==> src/rtl/acc_pkg.sv <==
// Shared types and constants for the accumulator datapath.
// Opcode encoding, FSM state encoding, and the ALU subset boundary.
package acc_pkg;

    // Opcodes as presented on the op bus
    typedef enum logic [2:0] {
        OP_ADD   = 3'd0,
        OP_SUB   = 3'd1,
        OP_AND   = 3'd2,
        OP_OR    = 3'd3,
        OP_XOR   = 3'd4,
        OP_LOADB = 3'd5,
        OP_MUL   = 3'd6,
        OP_NOP   = 3'd7
    } op_e;

    // Sequencer state: single-cycle ops run from IDLE, MUL is iterative
    typedef enum logic {
        ST_IDLE = 1'b0,
        ST_MUL  = 1'b1
    } state_e;

    // Ops handled in one cycle by the ALU (ADD..LOADB)
    function automatic logic is_alu_op(input op_e op);
        return (op != OP_MUL) && (op != OP_NOP);
    endfunction

endpackage

==> src/rtl/acc_if.sv <==
// Operand/command bus and status outputs of the accumulator datapath.
// master drives commands and observes status; slave is the datapath.
interface acc_if #(
    parameter int WIDTH = 8
);
    logic [WIDTH-1:0] abus;
    logic             sel_b;
    logic             load_ac;
    logic [2:0]       op;
    logic [WIDTH-1:0] outbus;
    logic             carry;
    logic             zero;
    logic             busy;
    logic             done;

    modport master (
        output abus, sel_b, load_ac, op,
        input  outbus, carry, zero, busy, done
    );

    modport slave (
        input  abus, sel_b, load_ac, op,
        output outbus, carry, zero, busy, done
    );
endinterface

==> src/rtl/acc_alu.sv <==
// Combinational ALU for the single-cycle ops ADD/SUB/AND/OR/XOR/LOADB.
// Returns the WIDTH-bit result and carry (ADD carry-out, SUB borrow).
module acc_alu
    import acc_pkg::*;
#(
    parameter int WIDTH = 8
) (
    input  logic [WIDTH-1:0] a,
    input  logic [WIDTH-1:0] b,
    input  op_e              op,
    output logic [WIDTH-1:0] res,
    output logic             carry
);

    logic [WIDTH:0] sum;
    logic [WIDTH:0] diff;

    // Result select; the extra top bit of sum/diff is carry-out/borrow
    always_comb begin
        sum   = {1'b0, a} + {1'b0, b};
        diff  = {1'b0, a} - {1'b0, b};
        res   = a;
        carry = 1'b0;
        case (op)
            OP_ADD: begin
                res   = sum[WIDTH-1:0];
                carry = sum[WIDTH];
            end
            OP_SUB: begin
                res   = diff[WIDTH-1:0];
                carry = diff[WIDTH];
            end
            OP_AND:   res = a & b;
            OP_OR:    res = a | b;
            OP_XOR:   res = a ^ b;
            OP_LOADB: res = b;
            default: begin
                res   = a;
                carry = 1'b0;
            end
        endcase
    end

endmodule

==> src/rtl/acc_datapath.sv <==
// Accumulator datapath: single-cycle ALU ops plus a WIDTH-cycle
// shift-and-add multiplier sequenced by a two-state FSM.
// Optional scan chain (AC[0]..AC[WIDTH-1], carry, zero) when the
// ACC_SCAN_EN macro is defined; default build has no scan ports.
module acc_datapath
    import acc_pkg::*;
#(
    parameter int WIDTH = 8
) (
    input  logic clk,
    input  logic rst_n,
    acc_if.slave bus
`ifdef ACC_SCAN_EN
    ,
    input  logic scan_en,
    input  logic scan_in,
    output logic scan_out
`endif
);

    localparam int CNT_W = (WIDTH > 1) ? $clog2(WIDTH) : 1;
    localparam logic [CNT_W-1:0] CNT_LAST = CNT_W'(WIDTH - 1);

    // Control state
    state_e           state_q, state_d;
    logic [CNT_W-1:0] cnt_q, cnt_d;
    logic [WIDTH-1:0] ac_q, ac_d;
    logic             carry_q, carry_d;
    logic             zero_q, zero_d;
    logic             done_q, done_d;

    // Multiplier working registers
    logic [WIDTH-1:0] mcand_q, mcand_d;
    logic [WIDTH-1:0] mplier_q, mplier_d;
    logic [WIDTH-1:0] part_q, part_d;

    logic [WIDTH-1:0] b_op;
    logic [WIDTH-1:0] alu_res;
    logic             alu_carry;
    logic [WIDTH-1:0] part_sum;
    op_e              op_in;
    logic             mul_last;
    logic             scan_shift;

    assign op_in    = op_e'(bus.op);
    assign mul_last = (cnt_q == CNT_LAST);

`ifdef ACC_SCAN_EN
    assign scan_shift = scan_en;
    assign scan_out   = zero_q;
`else
    assign scan_shift = 1'b0;
`endif

    acc_alu #(
        .WIDTH (WIDTH)
    ) u_alu (
        .a     (ac_q),
        .b     (b_op),
        .op    (op_in),
        .res   (alu_res),
        .carry (alu_carry)
    );

    // Operand B mux and the partial-product adder for the current MUL step
    always_comb begin
        b_op     = bus.sel_b ? bus.abus : ac_q;
        part_sum = part_q + (mplier_q[0] ? mcand_q : '0);
    end

    // Control/status registers; reset aborts any in-flight MUL
    always_ff @(posedge clk) begin
        if (!rst_n) begin
            state_q <= ST_IDLE;
            cnt_q   <= '0;
            ac_q    <= '0;
            carry_q <= 1'b0;
            zero_q  <= 1'b1;
            done_q  <= 1'b0;
        end else begin
            state_q <= state_d;
            cnt_q   <= cnt_d;
            ac_q    <= ac_d;
            carry_q <= carry_d;
            zero_q  <= zero_d;
            done_q  <= done_d;
        end
    end

    // Multiplier operands carry no meaning outside ST_MUL, so no reset
    always_ff @(posedge clk) begin
        mcand_q  <= mcand_d;
        mplier_q <= mplier_d;
        part_q   <= part_d;
    end

    // Next state: MUL issued from IDLE runs until the counter's last step
    always_comb begin
        state_d = state_q;
        if (!scan_shift) begin
            case (state_q)
                ST_IDLE: if (bus.load_ac && (op_in == OP_MUL)) state_d = ST_MUL;
                ST_MUL:  if (mul_last) state_d = ST_IDLE;
                default: state_d = ST_IDLE;
            endcase
        end
    end

    // Next register values: ALU writes, MUL capture/step/final write, scan shift
    always_comb begin
        ac_d     = ac_q;
        carry_d  = carry_q;
        zero_d   = zero_q;
        done_d   = 1'b0;
        cnt_d    = cnt_q;
        mcand_d  = mcand_q;
        mplier_d = mplier_q;
        part_d   = part_q;

        case (state_q)
            ST_IDLE: begin
                if (bus.load_ac) begin
                    if (is_alu_op(op_in)) begin
                        ac_d    = alu_res;
                        carry_d = alu_carry;
                        zero_d  = (alu_res == '0);
                    end else if (op_in == OP_MUL) begin
                        mcand_d  = ac_q;
                        mplier_d = b_op;
                        part_d   = '0;
                        cnt_d    = '0;
                    end
                end
            end
            ST_MUL: begin
                // Inputs are ignored here; only captured operands matter
                part_d   = part_sum;
                mcand_d  = {mcand_q[WIDTH-2:0], 1'b0};
                mplier_d = {1'b0, mplier_q[WIDTH-1:1]};
                cnt_d    = cnt_q + CNT_W'(1);
                if (mul_last) begin
                    ac_d    = part_sum;
                    carry_d = 1'b0;
                    zero_d  = (part_sum == '0);
                    done_d  = 1'b1;
                end
            end
            default: begin
                cnt_d = '0;
            end
        endcase

`ifdef ACC_SCAN_EN
        // Scan shift overrides everything and freezes the sequencer
        if (scan_en) begin
            ac_d     = {ac_q[WIDTH-2:0], scan_in};
            carry_d  = ac_q[WIDTH-1];
            zero_d   = carry_q;
            done_d   = 1'b0;
            cnt_d    = cnt_q;
            mcand_d  = mcand_q;
            mplier_d = mplier_q;
            part_d   = part_q;
        end
`endif
    end

    // Status outputs come straight from registered state
    always_comb begin
        bus.outbus = ac_q;
        bus.carry  = carry_q;
        bus.zero   = zero_q;
        bus.busy   = (state_q == ST_MUL);
        bus.done   = done_q;
    end

endmodule

==> src/flat_wrapper.sv <==
// flat-port wrapper written by rule: the top's interface ports become plain ports
module acc_datapath_flat import acc_pkg::*;
#(
    parameter int WIDTH = 8
)
  (clk, rst_n, bus_abus, bus_sel_b, bus_load_ac, bus_op, bus_outbus, bus_carry, bus_zero, bus_busy, bus_done);
  acc_if #(.WIDTH(WIDTH)) bus_i ();
  input  logic clk;
  input  logic rst_n;
  input wire logic [$bits(bus_i.abus)-1:0] bus_abus;
  input wire logic [$bits(bus_i.sel_b)-1:0] bus_sel_b;
  input wire logic [$bits(bus_i.load_ac)-1:0] bus_load_ac;
  input wire logic [$bits(bus_i.op)-1:0] bus_op;
  output wire logic [$bits(bus_i.outbus)-1:0] bus_outbus;
  output wire logic [$bits(bus_i.carry)-1:0] bus_carry;
  output wire logic [$bits(bus_i.zero)-1:0] bus_zero;
  output wire logic [$bits(bus_i.busy)-1:0] bus_busy;
  output wire logic [$bits(bus_i.done)-1:0] bus_done;
  assign bus_i.abus = bus_abus;
  assign bus_i.sel_b = bus_sel_b;
  assign bus_i.load_ac = bus_load_ac;
  assign bus_i.op = bus_op;
  assign bus_outbus = bus_i.outbus;
  assign bus_carry = bus_i.carry;
  assign bus_zero = bus_i.zero;
  assign bus_busy = bus_i.busy;
  assign bus_done = bus_i.done;
  acc_datapath #(.WIDTH(WIDTH)) u_core (.clk(clk), .rst_n(rst_n), .bus(bus_i));
endmodule
==> config.mk <==
export PLATFORM = sky130hd
export DESIGN_NAME = acc_datapath_flat
export DESIGN_NICKNAME = d
export VERILOG_FILES = /design/src/rtl/acc_pkg.sv /design/src/rtl/acc_if.sv /design/src/rtl/acc_alu.sv /design/src/rtl/acc_datapath.sv /design/src/flat_wrapper.sv
export SDC_FILE = /design/constraint.sdc
export NUM_CORES = 1
export LEC_CHECK = 0
export CORE_MARGIN = 8
export CORE_UTILIZATION = 35
export CTS_CLUSTER_DIAMETER = 60
export DETAILED_ROUTE_END_ITERATION = 12
export SLEW_MARGIN = 10
export SYNTH_ARGS = -nofsm -noshare
export SYNTH_HDL_FRONTEND = slang
export SYNTH_SLANG_ARGS = --single-unit
==> constraint.sdc <==
create_clock -name clk -period 8.88 [get_ports clk]
set_input_delay 1.332 -clock clk [delete_from_list [all_inputs] [get_ports clk]]
set_output_delay 1.332 -clock clk [all_outputs]
set_load 0.01 [all_outputs]
## After elaboration in Yosys (flattened, before gate mapping)

Cells that the tools add are included.

| storage, ports and cells | value |
|---|---|
| output and inout port bits | 12 |
| bits in registers | 39 |
| input bits | 15 |

| cells by class | value |
|---|---|
| muxes and demuxes | 36 |
| equality and inequality tests | 14 |
| reduce and logical (&&, ||, !) cells | 8 |
| bitwise gates (word level) | 4 |
| $add $sub $neg | 4 |

Operators by type and width:

| operator | number |
|---|---|
| $mux 8 | 14 |
| $pmux 8 s2 | 4 |
| $pmux 8 s6 | 1 |
| $logic_not 8->1 | 2 |
| $eq 3x3->1 const B | 4 |
| $add 8x8->9 | 1 |
| $mux 1 | 9 |
| $mux 3 | 3 |
| $sub 8x8->9 | 1 |
| $add 8x8->8 | 1 |
| $and 8x8->8 | 1 |
| $or 8x8->8 | 1 |
| $pmux 1 s2 | 4 |
| $xor 8x8->8 | 1 |
| $eq 3x2->1 const B | 2 |
| $ne 2x2->1 const B | 3 |
| $ne 3x3->1 const B | 2 |
| $pmux 3 s2 | 1 |
| $reduce_and 3->1 | 2 |
| $ne 2x1->1 const B | 2 |
| $add 3x1->3 const B | 1 |
| $eq 3x1->1 const B | 1 |
| $logic_not 3->1 | 1 |
| $logic_and 1x1->1 | 2 |
| 2 further kinds | 2 |

## Longest topological paths before layout

| logic depth | value |
|---|---|
| depth after elaboration | 7 |
| depth in mapped cells | 13 |
| mapped depth without buffers | 12 |

## Hierarchy

Synthesis repeated with hierarchy kept, for this count alone.

| unflattened totals | value |
|---|---|
| cells, all modules | 380 |
| area total of the unflattened synthesis | 3,443.3 um2 |

Modules (own cells, without submodules):

| module | cells each | area each (um2) | instances |
|---|---|---|---|
| acc_datapath | 189 | 2,085.8 | 1 |
| acc_alu | 191 | 1,357.6 | 1 |

## Least setup slack after synthesis

No wires, ideal clock.

| timing | value |
|---|---|
| path type | input to register |
| start point | in bus_sel_b |
| end point | reg u_core.zero_q, in the netlist u_core.bus.zero |
| setup slack | 5.021 ns |
| arrival | 3.764 ns |
| setup time | 0.096 ns |
| stages on the path | 13 |
| data required time | 8.784 ns |
| path buffers | 1 |
| cells stage by stage | buf_2 > nand2_1 > o21a_1 > inv_1 > ha_1 > fa_1 > o21bai_1 > a21oi_1 > xor2_1 > a221oi_1 > a32oi_1 > or3_1 > o41ai_2 |

| on the way | value |
|---|---|
| cells in the longest elaborated chain, start to end | 7 |

RTL lines:

| what | line | RTL |
|---|---|---|
| start, declared | flat_wrapper.sv:11 | `input wire logic [$bits(bus_i.sel_b)-1:0] bus_sel_b;` |
| $mux 8 * | acc_datapath.sv:67 | `b_op = bus.sel_b ? bus.abus : ac_q;` |
| $sub 8x8->9 (tied with other cells) | acc_alu.sv:21 | `diff = {1'b0, a} - {1'b0, b};` |
| $pmux 8 s6 * | acc_alu.sv:24 | `case (op)` |
| $logic_not 8->1 * | acc_datapath.sv:126 | `zero_d = (alu_res == '0);` |
| $mux 1 * | acc_datapath.sv:123 | `if (is_alu_op(op_in)) begin` |
| $mux 1 * | acc_datapath.sv:122 | `if (bus.load_ac) begin` |
| $pmux 1 s2 * | acc_datapath.sv:120 | `case (state_q)` |
| end signal, assigned | acc_datapath.sv:85 | `zero_q <= zero_d;` |
| end, declared | acc_datapath.sv:29 | `logic zero_q, zero_d;` |

Every way passes the cells marked *; elsewhere a longest branch is shown, timed or not. The select of a mux whose other input is x is not followed.
A chain may end at the register's enable or synchronous reset.

## Worst setup path after layout

Ends and elaborated chain as after synthesis.

==> metrics.txt <==
final hold vios 0; Combinational Power Share ~31%; DRC Markers 0; maximum clock path buffer count 2; Synth area leader edfxtp_1; setup violators final 0; reg2reg end u_core.bus.zero$_SDFFE_PN1P_; placed instance area roughly 3700 sq um; gpl congestion about 0.93; syn_nets 430; CP Launch Point bus_sel_b; xor and xnor area share after synthesis slightly below 3%; H-tree Lvls 2; Simple-Gate Fraction of Synth Area between 15 and 20%; R2R setup slack between 5 and 6 ns; cell internal pwr just under 400 uW; Detail Route Antenna Nets 0; die width approximately 110 microns; Vias 2834; NetSw 174 uW; CP top delay family compound AO/OA/AOI/OAI gates; worst endpoint required time between 9 and 10 ns; Yosys reg bits 39; Clk pwr share a little under a third; minimum clock period ~4.5 ns; CTS root buffer clkbuf_8; post-synth top area share between 20% and 30%; kind of critical path input pin to register; First DRT Iteration DRCs between 200 and 250; P&R area growth vs syn 14.3%; final instance area between 3000 and 4000 sq um; Hold Startpoint u_core.bus.carry$_SDFFE_PN0P_; CP Capture Type register; Tcrit/Tclk final between 50% and 60%; share of cells above drive strength 1 6.84%; Main synth FF type edfxtp_1; GRT Total Usage 13.9%; largest net degree at the start of global routing 36; # diodes 0; setup TNS 0 ns; Hold Path Class register to register; Worst-path clk slew 0.08 ns; crit path capture u_core.bus.zero$_SDFFE_PN1P_; Critical Path Fanout Max 13; FP Rows 35; die span in y 113 microns; PD cells roughly 150 nW/um^2; average size of a mapped cell 8.86 sq um; Area contributors post-synth edfxtp_1, ha_1, dfxtp_1; Slew Limit Fails 0; RSZ-0062 raised after global routing no; peak supply drop ~0.000066 V; Async SR Flop Fraction 0%; R2R Path Start u_core.bus.outbus[5]$_SDFFE_PN0P_; cells after synthesis between 300 and 400; outcome finished clean; vias in the first global route 2752; hold buffers post-CTS 0; max cap viols 0; grt met3 use 1.33%; main combinational cell family by area after synthesis compound AO/OA/AOI/OAI gates; startpoint types input pin; Initial Utilization between 30% and 40%; total CTS buffers 5; M2 GR Usage 22.3%; Critical Path Max Stage Delay 0.81 ns; mux cell area share after synthesis around 5.0%; die area between 10000 and 15000 sq um; CTS tree yes; Post-synth EDFFs 24; Yosys Warn Count 0; final WL about 9000 microns; adder-cell share of the synthesized area approximately 16%; Stages on worst setup path 11; first-pass detailed-route iteration total 4; Critical Path AT ~4.7 ns; post-DP HPWL 6630 microns; # IOs 27; first-pass GRT wire length around 14000 microns; skew final ~0.0038 ns; Placeable Area around 9200 sq um; Mapped Area approximately 3300 sq um; grt met1 use 18.7%; sequential area share after synthesis a little under a third; Resize count post-CTS 0; WL per Instance ~18 microns; R2R depth 11; leakage 0.00151 uW; GRT Max-Usage Layer met2; Layout Utilization 41.2%; Critical Path, Cell by Cell clkdlybuf4s50_1, mux2i_1, inv_1, fa_1, o21bai_1, a21oi_1, xor2_1, a221oi_1, a32oi_1, or3_1, o41ai_2; CP Buf/Inv Count 2; nets 450; Clk Latency, worst-skew pair around 0.29 ns; CP max-delay cell clkdlybuf4s50_1; part of the power in registers a little under two fifths; Worst Max-Slew Pin Slew 1.06 ns; setup bufs post-CTS 0; Netlist cell types 59; Net Sw Frac a little under a third; number of I/O port buffers 26; worst hold path stage count 2; GRT overflow 0; # clock sinks 39; routed vias/inst about 5.6; worst rel slew slack between 20% and 30%; max frequency around 0.22 GHz; Synth Area in Compound Gates between 20% and 30%; antenna violations before repair 0
[layer usage]
layer	vias up	wire length, microns
li1	1390	-
met1	1361	4280
met2	70	4050
met3	13	323
met4	0	210
met5	-	0
[metrics by stage]
stage / worst slack (ns) / instances / hold slack (ns) / power, uW
after detailed placement: 4.07 / 498 / 0.448 / 387
after CTS: 4.37 / 506 / 0.459 / 565
final: 4.37 / 506 / 0.455 / 563
after global routing: 4.04 / 506 / 0.481 / 595
after floorplan: 5.02 / 374 / 0.470 / 337
after global placement: 4.16 / 498 / 0.450 / 387
[cells in the final DEF (no fill, tap or decap), drive strengths merged, types with 3 or more instances in the layout]
cell           synthesis  layout
o211ai                 9       9
mux2                   6       6
a21oi                 31      31
edfxtp                24      24
nand3                  3       3
or4                    3       3
nor2                  40      40
nand2                 31      31
nor3                   4       4
o21ai                 23      23
a221oi                 4       4
o31ai                  5       5
clkdlybuf4s50          0      26
inv                   24      24
nand4                  3       3
fa                     3       3
xor2                   5       5
dfxtp                 15      15
mux2i                  5       5
and2                  12      12
xnor2                  6       6
buf                    8       3
ha                    38      38
a22oi                  4       4
clkbuf                 8       6
o21a                  11      11
nor2b                  7       7
[cell families after synthesis]
logic type / Yosys count
adders and majority gates: 41
AOI/OAI and AO/OA: 112
buffers and inverters: 42
xor gates and xnor gates: 11
and+or+nand+nor: 116
DFF: 39
muxes: 13
[synthesized netlist by cell type (all sizes together) (3+ instances only)]
master  instances
a22oi           4
mux2            6
dfxtp          15
buf             8
nor2           40
o31ai           5
inv            24
xnor2           6
nor3            4
nor2b           7
ha             38
a21oi          31
or4             3
clkbuf          8
nand3           3
o21ai          23
edfxtp         24
o21a           11
xor2            5
o211ai          9
nand2          31
mux2i           5
nand4           3
and2           12
a221oi          4
fa              3
[power by group through the flow]
| stage | combinational [uW] | sequential [uW] | clock [uW] |
|---|---|---|---|
| finish | 172 | 212 | 178 |
| global placement | 170 | 217 | 0 |
| global route | 192 | 214 | 189 |
| floorplan | 122 | 215 | 0 |
| CTS | 172 | 212 | 181 |
| detailed placement | 170 | 216 | 0 |
[final cells by class]
type / instances / area (sq um)
Sequential cell: 39 / 1020
Clock inverter: 2 / 60.1
Timing Repair Buffer: 29 / 283
Fill cell: 937 / 5410
Clock buffer: 6 / 72.6
Multi-Input combinational cell: 293 / 2110
Tap cell: 111 / 139
Inverter: 26 / 97.6
[worst min path at each step]
stage	end
3_3_place_gp	u_core.bus.carry$_SDFFE_PN0P_
2_1_floorplan	u_core.cnt_q[1]$_SDFFE_PN0P_
4_1_cts	u_core.bus.carry$_SDFFE_PN0P_
6_report	u_core.bus.carry$_SDFFE_PN0P_
5_1_grt	u_core.bus.carry$_SDFFE_PN0P_
3_5_place_dp	u_core.bus.carry$_SDFFE_PN0P_
[sequential cells by signal (all words and copies together) (netlist names)]
name               count
u_core.part_q          8
u_core.bus.zero        1
u_core.bus.outbus      8
u_core.cnt_q           3
u_core.bus.busy        1
u_core.bus.done        1
u_core.mplier_q        8
u_core.bus.carry       1
u_core.mcand_q         8
[worst reg2reg max path, stage by stage (launching register included)]
cell and delay [ns]:
dfxtp_1 0.47, inv_1 0.18, o21ai_0 0.42, inv_1 0.16
ha_1 0.36, or2_2 0.29, a2111oi_0 0.37, nor2_1 0.12
xnor2_1 0.16, a221oi_2 0.30, nor2_1 0.09, o41ai_2 0.32
Note: power is estimated with default switching activity, not from simulation.
